===== src/rtl/udp_echo_buf_pkg.sv =====
// Shared definitions for the UDP echo buffer: FSM states, RX/TX word indices
// and the UDP header length.
package udp_echo_buf_pkg;

  typedef enum logic [2:0] {
    ST_IDLE,
    ST_CHECK,
    ST_SUBMIT,
    ST_WAIT_TX,
    ST_RELEASE
  } state_t;

  localparam int RX_W_SRCIP   = 0;
  localparam int RX_W_LENPORT = 1;
  localparam int RX_W_PAYLOAD = 2;

  localparam int TX_W_DSTIP   = 0;
  localparam int TX_W_PORTS   = 1;
  localparam int TX_W_LEN     = 2;
  localparam int TX_W_PAYLOAD = 3;

  localparam logic [15:0] UDP_HDR_LEN = 16'd8;

  // Largest payload that fits the TX window behind the three header words.
  function automatic logic [15:0] max_payload_bytes(input int aw);
    return 16'(((1 << aw) - 3) * 4);
  endfunction

endpackage


===== src/rtl/udp_echo_ram.sv =====
// Simple dual-port datagram RAM: one write port, one synchronous read port.
module udp_echo_ram #(
  parameter int AWIDTH = 6
) (
  input  logic              clk_int,
  input  logic              we,
  input  logic [AWIDTH-1:0] waddr,
  input  logic [31:0]       wdata,
  input  logic              re,
  input  logic [AWIDTH-1:0] raddr,
  output logic [31:0]       rdata
);

  logic [31:0] mem [0:(2**AWIDTH)-1];

  always_ff @(posedge clk_int) begin
    if (we) mem[waddr] <= wdata;
  end

  always_ff @(posedge clk_int) begin
    if (re) rdata <= mem[raddr];
  end

endmodule


===== src/rtl/udp_echo_buf.sv =====
// Captures a received UDP datagram, serves an echo reply to the TX side,
// then hands the RX buffer back to the core.
module udp_echo_buf import udp_echo_buf_pkg::*; #(
  parameter int          AWIDTH        = 6,
  parameter logic [15:0] ECHO_SRC_PORT = 16'd1234,
  parameter int          TX_TIMEOUT    = 125000000
) (
  input  logic              clk_int,
  input  logic              rst_n,
  input  logic              enable,
  input  logic [AWIDTH-1:0] rxbuf_addr,
  input  logic              rxbuf_ce,
  input  logic              rxbuf_we,
  input  logic [31:0]       rxbuf_wdata,
  input  logic              rxbuf_grant,
  output logic              rxbuf_rel,
  input  logic [AWIDTH-1:0] txbuf_addr,
  input  logic              txbuf_ce,
  output logic [31:0]       txbuf_rdata,
  input  logic              txbuf_grant,
  output logic              txbuf_rel,
  output logic              busy,
  output logic [15:0]       echo_count,
  output logic [15:0]       drop_count
);

  localparam logic [15:0] MAX_LEN  = max_payload_bytes(AWIDTH);
  localparam logic [31:0] TMO_LAST = 32'(TX_TIMEOUT - 1);

  state_t      state;
  logic [31:0] src_ip;
  logic [15:0] src_port;
  logic [15:0] udp_length;
  logic [15:0] payload_len;
  logic [15:0] len_raw;
  logic [31:0] tmo_cnt;
  logic        rx_wr;
  logic        hdr_sel;
  logic [31:0] hdr_q;
  logic [31:0] ram_q;

  // The RX buffer is only ours while idle; later writes must not disturb a reply.
  assign rx_wr   = rxbuf_ce & rxbuf_we & (state == ST_IDLE);
  assign len_raw = udp_length - UDP_HDR_LEN;
  assign busy    = (state != ST_IDLE);

  always_ff @(posedge clk_int or negedge rst_n) begin
    if (!rst_n) begin
      src_ip     <= '0;
      src_port   <= '0;
      udp_length <= '0;
    end else if (rx_wr) begin
      if (rxbuf_addr == AWIDTH'(RX_W_SRCIP)) src_ip <= rxbuf_wdata;
      if (rxbuf_addr == AWIDTH'(RX_W_LENPORT)) begin
        udp_length <= rxbuf_wdata[31:16];
        src_port   <= rxbuf_wdata[15:0];
      end
    end
  end

  // TX word 3+k maps onto RX word 2+k.
  udp_echo_ram #(.AWIDTH(AWIDTH)) u_ram (
    .clk_int (clk_int),
    .we      (rx_wr),
    .waddr   (rxbuf_addr),
    .wdata   (rxbuf_wdata),
    .re      (txbuf_ce),
    .raddr   (txbuf_addr - AWIDTH'(TX_W_PAYLOAD - RX_W_PAYLOAD)),
    .rdata   (ram_q)
  );

  // Header words and the RAM word are both captured on txbuf_ce, so the
  // muxed output is a registered value that holds between reads.
  always_ff @(posedge clk_int or negedge rst_n) begin
    if (!rst_n) begin
      hdr_sel <= 1'b1;
      hdr_q   <= '0;
    end else if (txbuf_ce) begin
      hdr_sel <= (txbuf_addr < AWIDTH'(TX_W_PAYLOAD));
      case (txbuf_addr)
        AWIDTH'(TX_W_DSTIP): hdr_q <= src_ip;
        AWIDTH'(TX_W_PORTS): hdr_q <= {ECHO_SRC_PORT, src_port};
        AWIDTH'(TX_W_LEN):   hdr_q <= {16'h0, payload_len};
        default:             hdr_q <= '0;
      endcase
    end
  end

  assign txbuf_rdata = hdr_sel ? hdr_q : ram_q;

  always_ff @(posedge clk_int or negedge rst_n) begin
    if (!rst_n) begin
      state       <= ST_IDLE;
      txbuf_rel   <= 1'b0;
      rxbuf_rel   <= 1'b0;
      echo_count  <= '0;
      drop_count  <= '0;
      payload_len <= '0;
      tmo_cnt     <= '0;
    end else begin
      txbuf_rel <= 1'b0;
      rxbuf_rel <= 1'b0;
      case (state)
        ST_IDLE: begin
          if (rxbuf_grant) state <= ST_CHECK;
        end
        ST_CHECK: begin
          if ((udp_length < UDP_HDR_LEN) || (len_raw == 16'd0) || !enable) begin
            drop_count <= drop_count + 16'd1;
            state      <= ST_RELEASE;
          end else begin
            payload_len <= (len_raw > MAX_LEN) ? MAX_LEN : len_raw;
            state       <= ST_SUBMIT;
          end
        end
        ST_SUBMIT: begin
          txbuf_rel <= 1'b1;
          tmo_cnt   <= '0;
          state     <= ST_WAIT_TX;
        end
        ST_WAIT_TX: begin
          if (txbuf_grant) begin
            echo_count <= echo_count + 16'd1;
            state      <= ST_RELEASE;
          end else if (tmo_cnt == TMO_LAST) begin
            drop_count <= drop_count + 16'd1;
            state      <= ST_RELEASE;
          end else begin
            tmo_cnt <= tmo_cnt + 32'd1;
          end
        end
        ST_RELEASE: begin
          rxbuf_rel <= 1'b1;
          state     <= ST_IDLE;
        end
        default: state <= ST_IDLE;
      endcase
    end
  end

endmodule

===== config.mk =====
export PLATFORM = sky130hd
export DESIGN_NAME = udp_echo_buf
export DESIGN_NICKNAME = d
export VERILOG_FILES = /design/src/rtl/udp_echo_buf_pkg.sv /design/src/rtl/udp_echo_ram.sv /design/src/rtl/udp_echo_buf.sv
export SDC_FILE = /design/constraint.sdc
export NUM_CORES = 2
export LEC_CHECK = 0
export ABC_AREA = 1
export CAP_MARGIN = 40
export CORE_AREA = 2 2 606 608
export CTS_CLUSTER_SIZE = 8
export DETAILED_ROUTE_END_ITERATION = 8
export DIE_AREA = 0 0 608 610
export MAX_ROUTING_LAYER = met4
export PLACE_DENSITY = 0.43
export SETUP_SLACK_MARGIN = 0.02
export SLEW_MARGIN = 20
export SYNTH_ARGS = -nofsm -noshare
export SYNTH_HDL_FRONTEND = slang
export SYNTH_SLANG_ARGS = --single-unit

===== constraint.sdc =====
create_clock -name clk_int -period 5.14 [get_ports clk_int]
set_input_delay 1.028 -clock clk_int [delete_from_list [all_inputs] [get_ports clk_int]]
set_output_delay 1.028 -clock clk_int [all_outputs]
set_load 0.01 [all_outputs]

# ---- Word-level counts from Yosys, hierarchy flattened
# Memory sizes are Yosys's and may differ from the RTL's. A register that Yosys moved wholly into a read port is not among the register bits.
# Cells that the tools add are included.
dict set report classes {
  n_addsub 5
  n_lt_le_gt_ge 3
  n_eq_ne 14
  muxes 19
  bitwise_logic 3
  reduce_logical 17
}
# cell count
set ops {}
lappend ops {{$mux W32} 3}
lappend ops {{$pmux W32 S3} 1}
lappend ops {{$mux W16} 4}
lappend ops {{$pmux W32 S2} 1}
lappend ops {{$add A16 B1 Y16 const B} 2}
lappend ops {{$add A32 B1 Y32 const B} 1}
lappend ops {{$eq A32 B27 Y1 const B} 1}
lappend ops {{$pmux W16 S2} 1}
lappend ops {{$gt A16 B8 Y1 const B} 1}
lappend ops {{$logic_not A16 Y1} 1}
lappend ops {{$lt A16 B4 Y1 const B} 1}
lappend ops {{$sub A16 B4 Y16 const B} 1}
lappend ops {{$eq A6 B1 Y1 const B} 2}
lappend ops {{$logic_not A6 Y1} 2}
lappend ops {{$mux W3} 4}
lappend ops {{$pmux W3 S4} 1}
lappend ops {{$ne A2 B2 Y1 const B} 5}
lappend ops {{$reduce_and A2 Y1} 5}
lappend ops {{$eq A3 B2 Y1 const B} 2}
lappend ops {{$eq A6 B2 Y1 const B} 1}
lappend ops {{$lt A6 B2 Y1 const B} 1}
lappend ops {{$sub A6 B1 Y6 const B} 1}
lappend ops {{$mux W1} 4}
lappend ops {{$reduce_and A4 Y1} 1}
lappend ops {{other kinds (11)} 14}
dict set report totals {
  regBits 182
  ramBits 2048
  in_bits 52
  output_inout_bits 67
  word_cells 74
  mem_count 1
}
# name depth width read_ports rd_ports_with_merged_regs write_ports line_no
set mem_list {}
lappend mem_list {u_ram.mem 64 32 1 1 1 udp_echo_ram.sv:14} ;# logic [31:0] mem [0:(2**AWIDTH)-1];

# ---- Depth between registers and ports, before layout
dict set report depth {
  ltp_word 6
  mapped_depth 19
  mapped_depth_nobuf 14
}

# ---- Hierarchy
# A second synthesis with hierarchy kept.
dict set report unflattened {
  hier_cells 8018
  hier_area_um2 92570.0
}
# module n_inst cells_each area_per_inst_um2 seq_area_each_um2
set modules_own_cells {}
lappend modules_own_cells {udp_echo_ram 1 6769 83058.4 62459.9}
lappend modules_own_cells {udp_echo_buf 1 1249 9511.6 4555.6}

# ---- Worst setup path after synthesis
# No wires, ideal clock.
dict set report synth_timing {
  kind {input port to flip-flop}
  start {input txbuf_addr[0]}
  end {register u_ram.rdata[15] (read register of u_ram.mem) (data pin)}
  setup_ns 0.255
  t_arrival_ns 3.225
  required_ns 4.885
  setup_slack_ns 1.660
  stages 17
  path_buffers 8
  cell_sequence {inv_2 buf_6 buf_2 buf_2 buf_2 ha_1 buf_2 buf_4 buf_2 clkbuf_1 a21oi_1 o21ai_0 nand3_1 nand3_1 nand3_1 nand3_1 and2_1}
}
dict set report synth_via {
  elab_chain_cells 1
}
# element line_no
set synth_lines {}
lappend synth_lines {{start: declaration} udp_echo_buf.sv:17} ;# input logic [AWIDTH-1:0] txbuf_addr,
lappend synth_lines {{$sub A6 B1 Y6} udp_echo_buf.sv:68} ;# .raddr (txbuf_addr - AWIDTH'(TX_W_PAYLOAD - RX_W_PAYLOAD)),
lappend synth_lines {{end: declaration} udp_echo_ram.sv:11} ;# output logic [31:0] rdata
# Every way passes these cells.
# A chain may end at the register's enable or synchronous reset.

# ---- Worst setup path after layout
dict set report layout_timing {
  start {register hdr_sel}
  end {output txbuf_rdata[25]}
}
dict set report layout_via {
  elab_chain_cells 1
}
# element line_no
set layout_lines {}
lappend layout_lines {{start: declaration} udp_echo_buf.sv:38} ;# logic hdr_sel;
lappend layout_lines {{start signal: assignment} udp_echo_buf.sv:79} ;# hdr_sel <= (txbuf_addr < AWIDTH'(TX_W_PAYLOAD));
lappend layout_lines {{$mux W32} udp_echo_buf.sv:89} ;# assign txbuf_rdata = hdr_sel ? hdr_q : ram_q;
lappend layout_lines {{end: declaration} udp_echo_buf.sv:19} ;# output logic [31:0] txbuf_rdata,
# Every way passes these cells.

==> run metrics <==
mapped cell area 0.09087 mm²; worst slew pin tran 1.101 ns; share of layout cells above drive strength 1 9.786%; Residual DRC 0; fill count 36,830; share of the synthesized area in the top cell type roughly 70%; Synth Instances between 7,000 and 8,000; Min-Delay Path Class in -> async; Post-synth EDFFs 2,080; status completed; First DRT Iteration DRCs 5,758; MaxCap Viol Count 0; Setup WS pre-CTS about 0.54 ns; startpoint types flip-flop; number of synthesized register bits about 2,300; Synth Net Count 7,501; final wirelength 298,900 µm; final setup fails 0; total number of vias between 60,000 and 70,000; top post-synthesis cells by area edfxtp_1 69%, o21ai_0 6.5%, dfrtp_1 5.0%; Clock transition at path regs 0.05 ns; worst clock skew 0.06831 ns; CP cell instances inv_2 -> buf_12 -> o21ai_0 -> clkdlybuf4s50_1; syn avg cell area 12.21 µm²; Initial Utilization 24.93%; Register Area 0.06702 mm²; Period minus WS final 4.147 ns; Worst setup startpoint hdr_sel$_DFFE_PN1P_; Yosys Warn Count 0; FF-to-FF Start state[2]$_DFFE_PN0P_; post-CTS resize count 0; grt met3 use roughly 2.1%; port bufs 118; pin count of the biggest net entering global routing roughly 200; gr busiest metal met2; top-count cell post-synth edfxtp_1; Post-synth top flop edfxtp_1; setup TNS 0 ns; critical path class reg -> out; Max stage delay on crit path 0.72 ns; Post-synth top cells 2,080 x edfxtp_1, 1,174 x o21ai_0, 1,130 x nor2_1, 937 x nand2_1, 524 x nand3_1; max-slew violations 0; Fin. Hold Viols 0; Sinks on Clock Net 2,262; Detailed Place HPWL 167,800 µm; drt wl/cell 23.85 µm; total grt overflow 0; CP max FO 41; Vias/cell 4.832; Leak Pwr 35.69 nW; grt met2 use 25.58%; arrival time worst endpoint 3.12 ns; Critical Path RT 4.11 ns; Die Wd 608 µm; I/O pin total 119; Netlist cell types 42; CTS Buf Count 323; cells on worst reg2reg path 6; Setup crit end kind output pin; die height 610 µm; async set-reset flop share out of synthesis 8.046%; Max Fclk about 0.24 GHz; setup ws final 0.9931 ns; die area roughly 0.37 mm²; cell area after layout between 0.1 and 0.15 mm²; fin nets ~7,700; first-pass GRT wire length 432,600 µm; Crit-path slowest cell o21ai_0; initial antenna violation count 30; H-tree lvl count 5; GPL Wtd Cong 0.7897; FP Rows about 220; period utilization 80.68%; Placed Area 0.09916 mm²; power density over the cells 403.8 mW/mm²; area leader, netlist edfxtp_1; root buffer cell clkbuf_16; vias in the first global route a little under 60,000; register area share after synthesis 73.75%; CTS tree built; hold-fix buffer count after cts 0; Worst slew margin 26.61%; clock tree buffer depth 4; RSZ-0062 raised after global routing false; Setup Buffers After CTS 0; DR pass1 iterations 5; Max VDD drop 259.5 µV; core region area 0.3644 mm²; P&R area growth vs syn 18.76%; Tot GR Track Use 16.14%; M1 GR Usage 22.04%; worst skew pair latency 0.92 ns; Detail Route Antenna Nets 0; area of the multi-input gates 0.02156 mm²
-- where the power goes --
group	leakage, nW	internal (W)	switching (W)
clock network	4.25	0.0114	0.00772
registers	21.1	0.0204	0.000179
logic	10.3	0.00110	0.00285
total	35.7	0.0328	0.0107
-- final timing paths --
kind                                               end  slack (ns)
setup / recovery                       txbuf_rdata[25]        0.99
hold / removal                   hdr_q[11]$_DFFE_PN0P_        0.11
setup reg to reg           u_ram.mem[58][27]$_DFFE_PP_        1.85
hold reg to reg                 src_ip[22]$_DFFE_PN0P_        0.46
max in group asynchronous          hdr_sel$_DFFE_PN1P_        4.20
min in group clk_int       u_ram.mem[52][15]$_DFFE_PP_        0.38
-- metrics by stage --
stage               util (%)  hold slack (ns)  total power, W  cells
floorplan                  -           0.4365         0.02290   7441
detailed placement     27.21           0.4532         0.02487  12130
CTS                    29.59          0.07818         0.04407  12520
global route           29.61           0.1331         0.04510  12530
finish                 29.61           0.1134         0.04357  12530
global placement       27.16           0.4511         0.02484  12130
-- per-layer routing --
metal / wire, µm / part of all wire (%)
met1: 137400 / 46
met2: 139800 / 47
met3: 15950 / 5.3
met4: 5773 / 1.9
met5: 0 / 0
-- kinds of logic after synthesis --
group,after synthesis,synth area share [%]
simple gates,2708,12.29
flops,2262,73.75
compound gates,1746,10.33
buf+inv,675,3.106
xor+xnor,42,0.4131
fa+ha+maj,8,0.1102
-- cell usage in the layout (no fill, tap or decap), types with 40 or more instances in the layout --
master           Yosys  routed
buf_12               0      76
buf_4               13     172
clkbuf_16            0     327
clkdlybuf4s50_1      0      83
dfrtp_1            181     181
edfxtp_1          2080    2080
inv_1              182     178
nand2_1            937     937
nand3_1            524     524
nor2_1            1130    1067
nor2_4               6      68
o21ai_0           1174    1174
o21ai_1             40      40
o22ai_1            487     487
-- flip-flops by register name, indices dropped and copies added (netlist names), 3 cells and up --
register     cells
src_ip          32
echo_count      16
drop_count      16
udp_length      16
u_ram.rdata     32
src_port        16
state            3
hdr_q           32
payload_len     16
u_ram.mem     2048
tmo_cnt         32
-- worst max-delay path, delay by kind of cell (launching register included) --
kind | cells | cell delay [ns]
flops | 1 | 0.52
compound gates | 1 | 0.72
buf+inv | 3 | 0.98
-- area by class of cell --
cell class,instances,area share (%)
well taps,4816,5.584
diodes,13,0.03015
repair buffers,366,3.577
clock inverters,26,0.3235
inverters,188,0.6794
clock buffers,359,7.722
flip-flops and latches,2262,62.10
multi-input cells,4504,19.98
Note: power is estimated with default switching activity, not from simulation.
==> RTL edit (config.mk and constraints unchanged) <==
`AWIDTH` is set to 6 in 2 places; all go to 4.
--- a/src/rtl/udp_echo_ram.sv
+++ b/src/rtl/udp_echo_ram.sv
@@ -1,5 +1,5 @@
 // Simple dual-port datagram RAM: one write port, one synchronous read port.
 module udp_echo_ram #(
-  parameter int AWIDTH = 6
+  parameter int AWIDTH = 4
 ) (
   input  logic              clk_int,
--- a/src/rtl/udp_echo_buf.sv
+++ b/src/rtl/udp_echo_buf.sv
@@ -2,5 +2,5 @@
 // then hands the RX buffer back to the core.
 module udp_echo_buf import udp_echo_buf_pkg::*; #(
-  parameter int          AWIDTH        = 6,
+  parameter int          AWIDTH        = 4,
   parameter logic [15:0] ECHO_SRC_PORT = 16'd1234,
   parameter int          TX_TIMEOUT    = 125000000
Ports: changed (resized rxbuf_addr and txbuf_addr); port bits go from 119 to 115. The function was not compared with the original's and may differ.
==> RTL edit against the unedited design <==
- worst setup slack better by 210 ps
- fmax is 5.4% higher
- wire length is 67% lower
- combinational power is 52% lower
- sequential power is 66% lower
- power is 65% lower
- register-to-register slack better by 230 ps
- clock skew is 21 ps higher
- cell count is 39% lower
- sequential cell count is 1536 lower
- count of clock-buffer cells in the layout is 219 lower
- sequential share of layout area is 11 points lower
- area after synthesis is 67% lower
- cell area is 62% lower
==> RTL edit: results (changes against the unedited design) <==
| Metric | Value |
|---|---|
| Met2 usage | 0.0889 (-0.167) |
| Seq/Total Area, Yosys | 0.688 (-0.0500) |
| Placed inst area | 38100 sq um (-62%) |
| Asr flop ratio synth | 0.251 (+0.170) |
| Met1 GRT Util | 0.0652 (-0.155) |
| Reg2reg setup slack | 2080 ps (+230 ps) |
| Htree depth | 3 (-2) |
| Status | completed |
| Vias/cell | 2.68 (-45%) |
| Post-Synth XOR/XNOR Area | 0.0121 (+0.00797) |
| Number of CTS-inserted buffers | 103 (-68%) |
| Layout cell share with drive strength beyond 1 | 0.105 (+0.00670) |
| Synth top cells by count | edfxtp_1 (544), nand2_1 (379), nor2_1 (344) |
| Top post-synthesis cells by area | edfxtp_1 (54%), dfrtp_1 (15%), o21ai_0 (5.3%) |
| Placer Congestion | 0.779 (-1.3%) |
| DRT iter0 DRCs | 1700 (-70%) |
| Synth unique cells | 46 (+9.5%) |
| Maximum VDD drop | 264 uV (+1.9%) |
| Initial antenna violation count | 18 (-40%) |
| Worst r2r path cells | 8 (+2) |
| Worst skew pair latency | 720 ps (-200 ps) |
| LEAKAGE | 13.3 nW (-63%) |
| Reg-to-reg startpoint | state[0]$_DFFE_PN0P_ |
| GRT Util Overall | 0.0535 (-0.108) |
| FF-to-FF End | u_ram.mem[9][5]$_DFFE_PP_ |
| Arr. time, crit path | 2910 ps (-210 ps) |
| Largest register FFs | 512 (-75%) |
| Port bufs | 114 (-3.4%) |
| Adder-Cell Fraction of Synth Area | 0.00371 (+0.00260) |
| Largest stage delay, worst path | 610 ps (-110 ps) |
RTL edit: cell count changes after synthesis, sizes merged, moves of 32 or more:
cell | before | now
edfxtp | 2080 | 544
o21ai | 1214 | 364
nor2 | 1146 | 361
nand2 | 948 | 384
o22ai | 487 | 55
nand3 | 525 | 100
clkbuf | 301 | 91
buf | 186 | 45
mux2i | 0 | 75
o221ai | 0 | 50
o32ai | 0 | 32
RTL edit: layout make-up:
| type | instances | share of cell area |
|---|---|---|
| clock inverter | 11 | 0.00639 |
| sequential | 726 | 0.508 |
| multi-input combinational | 1579 | 0.205 |
| tap | 4816 | 0.146 |
| antenna | 4 | 0.000243 |
| clock buffer | 140 | 0.0665 |
| inverter | 165 | 0.0152 |
| timing repair buffer | 210 | 0.0525 |
RTL edit: how the worst min path moves through the flow:
stage | to | slack [ps] | cells past startpoint
floorplan | payload_len[11]$_DFFE_PN0P_ | 440 | 2
global placement | payload_len[7]$_DFFE_PN0P_ | 450 | 2
detailed placement | payload_len[14]$_DFFE_PN0P_ | 450 | 2
CTS | drop_count[14]$_DFFE_PN0P_ | 320 | 1
global route | drop_count[14]$_DFFE_PN0P_ | 310 | 1
finish | echo_count[14]$_DFFE_PN0P_ | 280 | 1
RTL edit: cells by family after synthesis:
group	Yosys count
AOI/OAI and AO/OA	515
xor gates and xnor gates	42
adders and majority gates	9
buffers and inverters	301
DFF	726
muxes	75
and+or+nand+nor	938
RTL edit: worst reg2reg max path, cell delays in order (launching register included):
cell and delay (ps):
dfrtp_1 440, nor2_1 110, inv_1 70, nor2_1 130
nand3_1 440, inv_1 320, nand3_1 340, nor2_4 610
buf_4 370
RTL edit: power by group:
group / leakage (nW) / internal (mW) / total (mW) / switching, mW
clock network: 1.43 / 3.73 / 6.34 / 2.61
registers: 7.30 / 6.66 / 6.87 / 0.213
logic: 4.58 / 0.636 / 1.91 / 1.28
RTL edit: per-layer routing:
layer	routed length (um)	vias up
met3	4930	151
li1	-	9580
met5	0	-
met2	48800	571
met1	42900	10200
met4	2580	0
RTL edit: metrics by stage:
stage	utilization	hold slack [ps]	cells	total power, mW	setup WS [ps]
after global placement	0.103	451	7462	8.86	982
after detailed placement	0.105	455	7494	8.95	988
after floorplan	-	436	2606	7.99	1930
after CTS	0.113	319	7645	15.4	977
final	0.113	283	7651	15.1	1210
after global routing	0.113	314	7651	15.8	1060
